===== src/rtl/pipe_ctrl_pkg.sv =====
// Shared types for the pipeline stall/flush controller and the hazard comparators.
package pipe_ctrl_pkg;

    localparam int REG_W = 4;
    localparam logic [REG_W-1:0] R0 = 4'h0;

    typedef enum logic [2:0] {
        RUN,
        DWAIT,
        IWAIT,
        HALT,
        ERR
    } state_t;

    // Bit order matches the {wen..., flush...} concatenation used at the top-level outputs
    typedef struct packed {
        logic pc_wen;
        logic ifid_wen;
        logic idex_wen;
        logic exmem_wen;
        logic memwb_wen;
        logic ifid_flush;
        logic idex_flush;
        logic exmem_flush;
        logic memwb_flush;
    } ctrl_t;

endpackage


===== src/rtl/pipe_hazard_ctrl_hazard_detect.sv =====
// Load-use comparator: a load in ID/EX whose destination feeds a source of the IF/ID instruction.
module hazard_detect
    import pipe_ctrl_pkg::*;
(
    input  logic             memtoreg,
    input  logic [REG_W-1:0] rd,
    input  logic [REG_W-1:0] rs1,
    input  logic [REG_W-1:0] rs2,
    input  logic             uses_rs2,
    output logic             luse
);

    logic [REG_W-1:0] src [2];
    logic [1:0]       src_used;
    logic [1:0]       hit;

    assign src[0]   = rs1;
    assign src[1]   = rs2;
    assign src_used = {uses_rs2, 1'b1};

    genvar gi;
    generate
        for (gi = 0; gi < 2; gi++) begin : g_src
            assign hit[gi] = src_used[gi] && (src[gi] == rd);
        end
    endgenerate

    // R0 is hardwired zero, so a load targeting it never creates a dependency
    assign luse = memtoreg && (rd != R0) && (|hit);

endmodule


===== src/rtl/pipe_hazard_ctrl.sv =====
// Stall/flush controller for the 5-stage pipeline: priority decisions are combinational,
// the wait/halt/error FSM and the stall performance counter are registered.
module pipe_hazard_ctrl
    import pipe_ctrl_pkg::*;
#(
    parameter int TIMEOUT = 64,
    parameter int CNT_W   = 16
) (
    input  logic             clk,
    input  logic             rst,
    input  logic [3:0]       ifid_rs1,
    input  logic [3:0]       ifid_rs2,
    input  logic             ifid_uses_rs2,
    input  logic             idex_memtoreg,
    input  logic [3:0]       idex_rf_write_reg,
    input  logic             exmem_branch_taken,
    input  logic             dmem_req,
    input  logic             dmem_ready,
    input  logic             imem_ready,
    input  logic             memwb_halt,
    output logic             pc_wen,
    output logic             ifid_wen,
    output logic             idex_wen,
    output logic             exmem_wen,
    output logic             memwb_wen,
    output logic             ifid_flush,
    output logic             idex_flush,
    output logic             exmem_flush,
    output logic             memwb_flush,
    output logic             halted,
    output logic             err,
    output logic [CNT_W-1:0] stall_cycles
);

    localparam int WAIT_W = (TIMEOUT > 2) ? $clog2(TIMEOUT) : 1;
    localparam logic [WAIT_W-1:0] WAIT_MAX = WAIT_W'(TIMEOUT - 1);

    state_t            state_reg, state_next;
    logic [WAIT_W-1:0] wait_cnt_reg, wait_cnt_next;
    logic [CNT_W-1:0]  stall_cycles_reg, stall_cycles_next;
    ctrl_t             ctrl;
    logic              dstall, istall, luse, mem_wait;

    assign dstall = dmem_req && !dmem_ready;
    assign istall = !imem_ready;

    hazard_detect u_hazard_detect (
        .memtoreg (idex_memtoreg),
        .rd       (idex_rf_write_reg),
        .rs1      (ifid_rs1),
        .rs2      (ifid_rs2),
        .uses_rs2 (ifid_uses_rs2),
        .luse     (luse)
    );

    always_ff @(posedge clk or posedge rst) begin
        if (rst) begin
            state_reg        <= RUN;
            wait_cnt_reg     <= '0;
            stall_cycles_reg <= '0;
        end else begin
            state_reg        <= state_next;
            wait_cnt_reg     <= wait_cnt_next;
            stall_cycles_reg <= stall_cycles_next;
        end
    end

    always_comb begin
        ctrl              = '0;
        state_next        = state_reg;
        wait_cnt_next     = wait_cnt_reg;
        stall_cycles_next = stall_cycles_reg;
        mem_wait          = 1'b0;
        case (state_reg)
            RUN, DWAIT, IWAIT: begin
                if (dstall) begin
                    // Drain the instruction already in MEM/WB, bubble behind it
                    ctrl.memwb_wen   = 1'b1;
                    ctrl.memwb_flush = 1'b1;
                    state_next       = DWAIT;
                    mem_wait         = 1'b1;
                end else if (exmem_branch_taken) begin
                    ctrl             = '{default: 1'b1};
                    ctrl.memwb_flush = 1'b0;
                    state_next       = RUN;
                end else if (luse) begin
                    ctrl.idex_wen    = 1'b1;
                    ctrl.idex_flush  = 1'b1;
                    ctrl.exmem_wen   = 1'b1;
                    ctrl.memwb_wen   = 1'b1;
                    state_next       = RUN;
                end else if (istall) begin
                    ctrl.ifid_wen    = 1'b1;
                    ctrl.ifid_flush  = 1'b1;
                    ctrl.idex_wen    = 1'b1;
                    ctrl.exmem_wen   = 1'b1;
                    ctrl.memwb_wen   = 1'b1;
                    state_next       = IWAIT;
                    mem_wait         = 1'b1;
                end else begin
                    ctrl.pc_wen      = 1'b1;
                    ctrl.ifid_wen    = 1'b1;
                    ctrl.idex_wen    = 1'b1;
                    ctrl.exmem_wen   = 1'b1;
                    ctrl.memwb_wen   = 1'b1;
                    state_next       = RUN;
                end

                if (mem_wait) begin
                    if (wait_cnt_reg == WAIT_MAX) begin
                        state_next = ERR;
                    end else begin
                        wait_cnt_next = wait_cnt_reg + WAIT_W'(1);
                    end
                end else begin
                    wait_cnt_next = '0;
                end

                // A retiring HLT wins over a timeout landing in the same cycle
                if (memwb_halt && ctrl.memwb_wen) begin
                    state_next = HALT;
                end

                if (!ctrl.pc_wen && (stall_cycles_reg != {CNT_W{1'b1}})) begin
                    stall_cycles_next = stall_cycles_reg + CNT_W'(1);
                end
            end
            default: begin
                // HALT and ERR freeze every stage until reset
            end
        endcase
    end

    assign pc_wen       = !rst && ctrl.pc_wen;
    assign ifid_wen     = !rst && ctrl.ifid_wen;
    assign idex_wen     = !rst && ctrl.idex_wen;
    assign exmem_wen    = !rst && ctrl.exmem_wen;
    assign memwb_wen    = !rst && ctrl.memwb_wen;
    assign ifid_flush   = !rst && ctrl.ifid_flush;
    assign idex_flush   = !rst && ctrl.idex_flush;
    assign exmem_flush  = !rst && ctrl.exmem_flush;
    assign memwb_flush  = !rst && ctrl.memwb_flush;
    assign halted       = (state_reg == HALT);
    assign err          = (state_reg == ERR);
    assign stall_cycles = stall_cycles_reg;

endmodule


===== config.mk =====
export PLATFORM = sky130hd
export DESIGN_NAME = pipe_hazard_ctrl
export DESIGN_NICKNAME = d
export VERILOG_FILES = /design/src/rtl/pipe_ctrl_pkg.sv /design/src/rtl/pipe_hazard_ctrl_hazard_detect.sv /design/src/rtl/pipe_hazard_ctrl.sv
export SDC_FILE = /design/constraint.sdc
export NUM_CORES = 1
export LEC_CHECK = 0
export CAP_MARGIN = 20
export CORE_MARGIN = 2
export CORE_UTILIZATION = 46
export DETAILED_ROUTE_END_ITERATION = 8
export GPL_ROUTABILITY_DRIVEN = 0
export MAX_ROUTING_LAYER = met4
export PLACE_DENSITY = 0.8
export SYNTH_ARGS = -nofsm -noshare
export SYNTH_HDL_FRONTEND = slang
export SYNTH_SLANG_ARGS = --single-unit

===== constraint.sdc =====
create_clock -name clk -period 2.9 [get_ports clk]
set_input_delay 0.725 -clock clk [delete_from_list [all_inputs] [get_ports clk]]
set_output_delay 0.725 -clock clk [all_outputs]
set_load 0.02 [all_outputs]

==> results of run 1 <==
per-stage QoR:
step	hold WS, ns	std cells	utilization [%]	setup slack [ns]	area, sq um
2_1_floorplan	0.464	157	-	0.0390	1490
3_3_place_gp	0.476	267	70.9	-0.742	2160
3_5_place_dp	0.496	267	70.9	-0.839	2160
4_1_cts	0.520	278	73.7	0.00354	2250
5_1_grt	0.550	278	74.5	-0.0246	2270
6_report	0.520	278	74.5	0.0279	2270
routing by layer:
| metal | vias up | wire length (um) |
|---|---|---|
| met5 | - | 0 |
| li1 | 706 | - |
| met3 | 12 | 170 |
| met2 | 63 | 2230 |
| met4 | 0 | 65 |
| met1 | 724 | 1700 |
layout make-up:
class | instances | area, sq um
clock buffer | 3 | 22.5
sequential | 25 | 626
fill | 226 | 779
clock inverter | 1 | 7.51
inverter | 10 | 37.5
multi-input combinational | 119 | 857
timing repair buffer | 76 | 668
tap | 44 | 55.1
cell families after synthesis:
logic type	count (synthesis)
AOI/OAI and AO/OA	28
adders and majority gates	2
and+or+nand+nor	64
buffers and inverters	13
DFF	25
muxes	2
xor gates and xnor gates	23
worst max-delay path: cells and delay by family:
kind / cells / cell delay [ns]
buffers and inverters: 8 / 1.18
AOI/OAI and AO/OA: 4 / 0.83
xor gates and xnor gates: 1 / 0.30
and+or+nand+nor: 1 / 0.10
placed cells by master, fill, tap and decap left out, types with 3 or more instances in the layout:
cell,count
xnor2_1,5
nand4_1,4
buf_4,30
or3_1,4
inv_1,10
clkdlybuf4s50_1,31
a21oi_1,4
clkbuf_2,3
a21boi_1,3
clkbuf_4,3
o21ai_0,5
nor2_1,17
nor3_1,5
dfrtp_1,25
nand2_1,10
nor4_1,3
dlymetal6s2s_1,3
nand3_1,7
xor2_1,16
dlygate4sd2_1,6
repair_timing:
action                     in CTS  in global routing
resized for setup              39                 13
gates cloned                    0                  0
setup buffers                   7                  0
hold buffers                    0                  0
setup endpoints to repair       7                 18
pin swaps                       7                  7
final timing paths:
check | startpoint | slack, ns | end | cells past startpoint
worst max-delay path | idex_rf_write_reg[1] | 0.03 | wait_cnt_reg[3] | 14
worst min-delay path | stall_cycles[12] | 0.52 | stall_cycles[12] | 1
worst max register to register | wait_cnt_reg[0] | 0.69 | wait_cnt_reg[5] | 8
worst min register to register | stall_cycles[12] | 0.52 | stall_cycles[12] | 1
max in group asynchronous | rst | 1.72 | stall_cycles[0] | 4
min in group asynchronous | rst | 0.93 | wait_cnt_reg[3] | 4
Yosys cell counts:
cell type   n  share of area, %
dfrtp_1    25                42
xor2_1     18                11
nor2_1     17               4.3
inv_1      10               2.5
nand2_1    10               2.5
nand3_1     7               2.4
nor3_1      7               2.4
o21ai_0     6               2.0
a21boi_0    5               2.5
a21oi_1     5               1.7
xnor2_1     5               3.0
nand4_1     4               1.7
nor4_1      4               1.7
or3_1       4               1.7
a211oi_1    2               1.0
and3_1      2              0.84
and4_1      2               1.2
clkbuf_1    2              0.51
ha_1        2               1.7
mux2_2      2               1.5
nand2b_1    2              0.84
or2_2       2              0.84
a2111oi_0   1              0.59
a22o_1      1              0.59
a22o_4      1               1.2
a22oi_1     1              0.51
a31oi_2     1              0.84
a41oi_2     1               1.1
and3_4      1              0.76
buf_4       1              0.51
nand3b_1    1              0.51
nor2b_1     1              0.42
o31a_1      1              0.59
o31ai_4     1               1.4
o41a_1      1              0.76
o41ai_1     1              0.59
power groups by stage:
stage	Sequential, W	Clock [W]	Combinational (W)
after floorplan	0.000388	0	0.0000394
after global placement	0.000381	0	0.000119
after detailed placement	0.000382	0	0.000121
after CTS	0.000376	0.000171	0.000129
after global routing	0.000378	0.000185	0.000145
final	0.000376	0.000168	0.000136
==> results.toml, run 1 <==
[logic_synthesis]
synthAdderAreaFrac_pct = 1.69
ys_seq_elements = 25
muxShareOfSynthArea_pct = 1.52
synth_fp_nets = 180
seq_area_frac_synth_pct = 42.2
synth_compound_area_share_pct = 15.4
synth_area_sq_um = 1480
synth_cells = 157
synth_top_family_by_area = "simple AND/OR/NAND/NOR gates"
synth_cell_types = 36
yosysWarnings = 0
synth-xor-area-share_pct = 13.6
synth-simple-area-share_pct = 22.0
syn_area_per_cell_sq_um = 9.44

[grt]
grt_use_met3_pct = 2.77
track_usage_pct = 25.3
grt_max_degree = 26
grt_pass1_wl_mm = 6.80
grt.busiest_layer = "met2"
use_met1_pct = 30.8
grt_use_met2_pct = 43.2
overflow = 0
first_global_vias = 1511
antenna_found_initial = 0

[route]
ant_nets = 0
drc_errors = 0
drt-total-wl_mm = 4.16
drt_iter0_markers = 72
dr.pass1.iters = 4
routed_via_density = 5.41
vias = 1505
wl_per_cell_um = 15.0

[clock_tree]
htreeDepth = 1
clock_path_buffers = 2
cts.clk_slew.worst_paths_ns = 0.15
worstSkewPairLatency_ns = 0.34
clockRootBuffer = "clkbuf_4"
cts.sinks = 25
cts_buffers = 3
cts_tree = "built"

[sta]
slew_violations = 0
relSlewSlack_pct = 64.4
setup_violations = 0
layout_min_cycle_time_ns = 2.87
tns_ns = 0
clock.fmax_mhz = 348
finalHoldViolCount = 0
fin_skew_ns = 0.0120
period_share_pct = 99.0
tightest_slew_ns = 0.529

[setup_path]
cpMostUsedCell = "buf_4"
critPathArrivalTime_ns = 3.14
cp_slowest_cell = "xor2_1"
cp_data_required_time_ns = 3.17
crit_chain = "dlygate4sd2_1, xor2_1, nor4_4, buf_4, buf_4, buf_4, buf_4, buf_4, buf_4, a22o_4, o31ai_4, buf_6, o21ai_0, a21boi_1"
crit_path_start_kind = "primary input"
setup.worst_path.class = "primary input to register"
worstSetupEndpointType = "register"
crit_fanout = 6
slowest_delay_ns = 0.30

[power_and_ir_drop]
power.total_w = 0.000680
power.density_nw_per_um2 = 299
p_int_w = 0.000485
power_frac_seq_pct = 55.3
p_sw_w = 0.000195
power_frac_comb_pct = 19.9
pwr-share-clk_pct = 24.8
p_sw_share_pct = 28.6
worst_ir_drop_vdd_mv = 0.289
power_leakage_nw = 1.05

[floorplanning]
fp.dieH_um = 60.8
fp.dieArea_sq_um = 3690
pin_count = 48
row_count = 20
core-area_sq_um = 3050
initial_core_util_pct = 48.6
die_w_um = 60.8

[cells_and_area]
drive_gt1_share_pct = 24.4
diodes = 0
largest_register_ff_count = 16
fin_nets = 258
area_delta_synth_final_pct = 53.3

[place]
port_buffers = 47
post-dp-hpwl_mm = 2.95

[run_status]
status = "completed"

[worst_hold_path]
worstHoldPathType = "register to register"

[run]
maxCapViolCount = 0
Power figures use the tool's default switching activity.
==> inputs of run 2 (changes only) <==
MAX_ROUTING_LAYER = default   (was met4)
==> run 2 against run 1 <==
Maximum frequency barely moved. Clock power barely moved. Cell area did not move. First-iteration DRC count fell by 11%. Via count fell by 0.13%. Power fell by 0.19%. Critical path depth did not move. Global-route usage fell by 0.78 points. Core utilization did not move. Non-clock buffer count did not move. Cell count did not move. Critical path type unchanged. Critical endpoint is now wait_cnt_reg[2]. Largest power group unchanged.
==> results.toml, run 2 (synthesis results as in run 1) <==
[route]
ant_nets = 0
drc_errors = 0
routed_via_density = 5.41
dr.pass1.iters = 5
drt-total-wl_mm = 4.15
drt_iter0_markers = 64
vias = 1503
wl_per_cell_um = 14.9

[setup_path]
cp_data_required_time_ns = 3.16
reg2regPathDepth = 8
cp_slowest_cell = "xor2_1"
crit_path_start_kind = "primary input"
slowest_delay_ns = 0.30
cpMostUsedCell = "buf_4"
rrSetupSlack_ns = 0.70
rr_startpoint = "wait_cnt_reg[0]"
critPathArrivalTime_ns = 3.13
crit_fanout = 6
crit_chain = "dlygate4sd2_1, xor2_1, nor4_4, buf_4, buf_4, buf_4, buf_4, buf_4, buf_4, a22o_4, o31ai_4, buf_6, o21ai_0, a21boi_0"
setup.worst_path.class = "primary input to register"
worstSetupEndpointType = "register"
r2r_end = "wait_cnt_reg[5]"
cp_num_buf_inv = 8
cp_top_family = "buffers and inverters"

[cells_and_area]
fillers = 226
final_util_pct = 74.5
diodes = 0
area_delta_synth_final_pct = 53.3
drive_gt1_share_pct = 24.4
fin_nets = 258
final_cell_mix = "31 x clkdlybuf4s50_1, 30 x buf_4, 25 x dfrtp_1, 17 x nor2_1, 16 x xor2_1"
largest_register_ff_count = 16
final_common_cell = "clkdlybuf4s50_1"

[worst_hold_path]
min_from = "stall_cycles[12]"
worstHoldEndpoint = "stall_cycles[12]"
worstHoldPathType = "register to register"
hold_path_depth = 1

[grt]
first_global_vias = 1516
antenna_found_initial = 0
grt_pass1_wl_mm = 6.79
overflow = 0
grt_max_degree = 26
track_usage_pct = 24.5

[sta]
setup_violations = 0
layout_min_cycle_time_ns = 2.87
clock.fmax_mhz = 348
relSlewSlack_pct = 64.4
fin_skew_ns = 0.0119
period_share_pct = 99.0
slew_violations = 0
tns_ns = 0
finalHoldViolCount = 0
hold_slack_ns = 0.519
tightest_slew_ns = 0.530

[power_and_ir_drop]
power_leakage_nw = 1.05
worst_ir_drop_vdd_mv = 0.287
power.density_nw_per_um2 = 298
power.total_w = 0.000678

[floorplanning]
fp.dieH_um = 60.8
core-area_sq_um = 3050
die_w_um = 60.8
pin_count = 48
initial_core_util_pct = 48.6
row_count = 20
fp.dieArea_sq_um = 3690

[clock_tree]
cts.sinks = 25
cts_tree = "built"
cts.clk_slew.worst_paths_ns = 0.15
clock_path_buffers = 2
clockRootBuffer = "clkbuf_4"
htreeDepth = 1
worstSkewPairLatency_ns = 0.33
cts_buffers = 3

[run_status]
status = "completed"

[run]
maxCapViolCount = 0

[place]
post-dp-hpwl_mm = 2.95
port_buffers = 47
## run 2: worst max path at each step
| stage | start | endpoint | slack, ns | cells after the start |
|---|---|---|---|---|
| after floorplan | idex_rf_write_reg[0] | ifid_flush | 0.04 | 5 |
| after global placement | idex_rf_write_reg[0] | ifid_flush | -0.74 | 7 |
| after CTS | ifid_rs1[0] | wait_cnt_reg[2] | 0.004 | 14 |
| after global routing | idex_rf_write_reg[1] | wait_cnt_reg[3] | -0.02 | 14 |
| final | idex_rf_write_reg[1] | wait_cnt_reg[2] | 0.03 | 14 |
| after detailed placement | idex_rf_write_reg[0] | ifid_flush | -0.84 | 7 |
## run 2: power breakdown
| part | switching, W | internal [W] | leakage (nW) |
|---|---|---|---|
| registers | 0.0000155 | 0.000360 | 0.304 |
| logic | 0.0000639 | 0.0000716 | 0.730 |
| clock network | 0.000114 | 0.0000529 | 0.0139 |
## run 2: final cells by class
cell class / count / area, sq um / share of cell area [%]
inverter: 10 / 37.5 / 1.65
clock inverter: 1 / 7.51 / 0.330
multi-input combinational: 119 / 857 / 37.7
timing repair buffer: 76 / 668 / 29.4
tap: 44 / 55.1 / 2.42
sequential: 25 / 626 / 27.5
clock buffer: 3 / 22.5 / 0.991
## run 2: timing repair
| item | 4_1_cts | 5_1_grt |
|---|---|---|
| resized for setup | 39 | 13 |
| endpoints found under the setup margin | 7 | 18 |
| pin swaps | 7 | 7 |
| buffers inserted | 7 | 0 |
| hold buffers | 0 | 0 |
## run 2: metal layers
| metal | wire length (um) | up-vias | track usage, % | part of all wire, % |
|---|---|---|---|---|
| li1 | - | 709 | - | - |
| met4 | 55 | 0 | 9.01 | 1.3 |
| met5 | 0 | - | 0 | 0 |
| met1 | 1690 | 721 | 30.8 | 41 |
| met2 | 2200 | 65 | 43.0 | 53 |
| met3 | 210 | 8 | 2.99 | 5.1 |
## run 2: metrics by stage
stage | instances | worst slack (ns) | area [sq um]
CTS | 278 | 0.00354 | 2250
global route | 278 | -0.0246 | 2270
detailed placement | 267 | -0.839 | 2160
global placement | 267 | -0.742 | 2160
finish | 278 | 0.0281 | 2270
floorplan | 157 | 0.0390 | 1490
## run 2: worst register-to-register path, stage by stage (launching register included)
cell	delay, ns
dfrtp_1	0.45
ha_1	0.24
and3_1	0.20
and3_1	0.20
a21oi_1	0.26
o31ai_4	0.14
buf_6	0.14
or3_1	0.34
a21boi_1	0.18
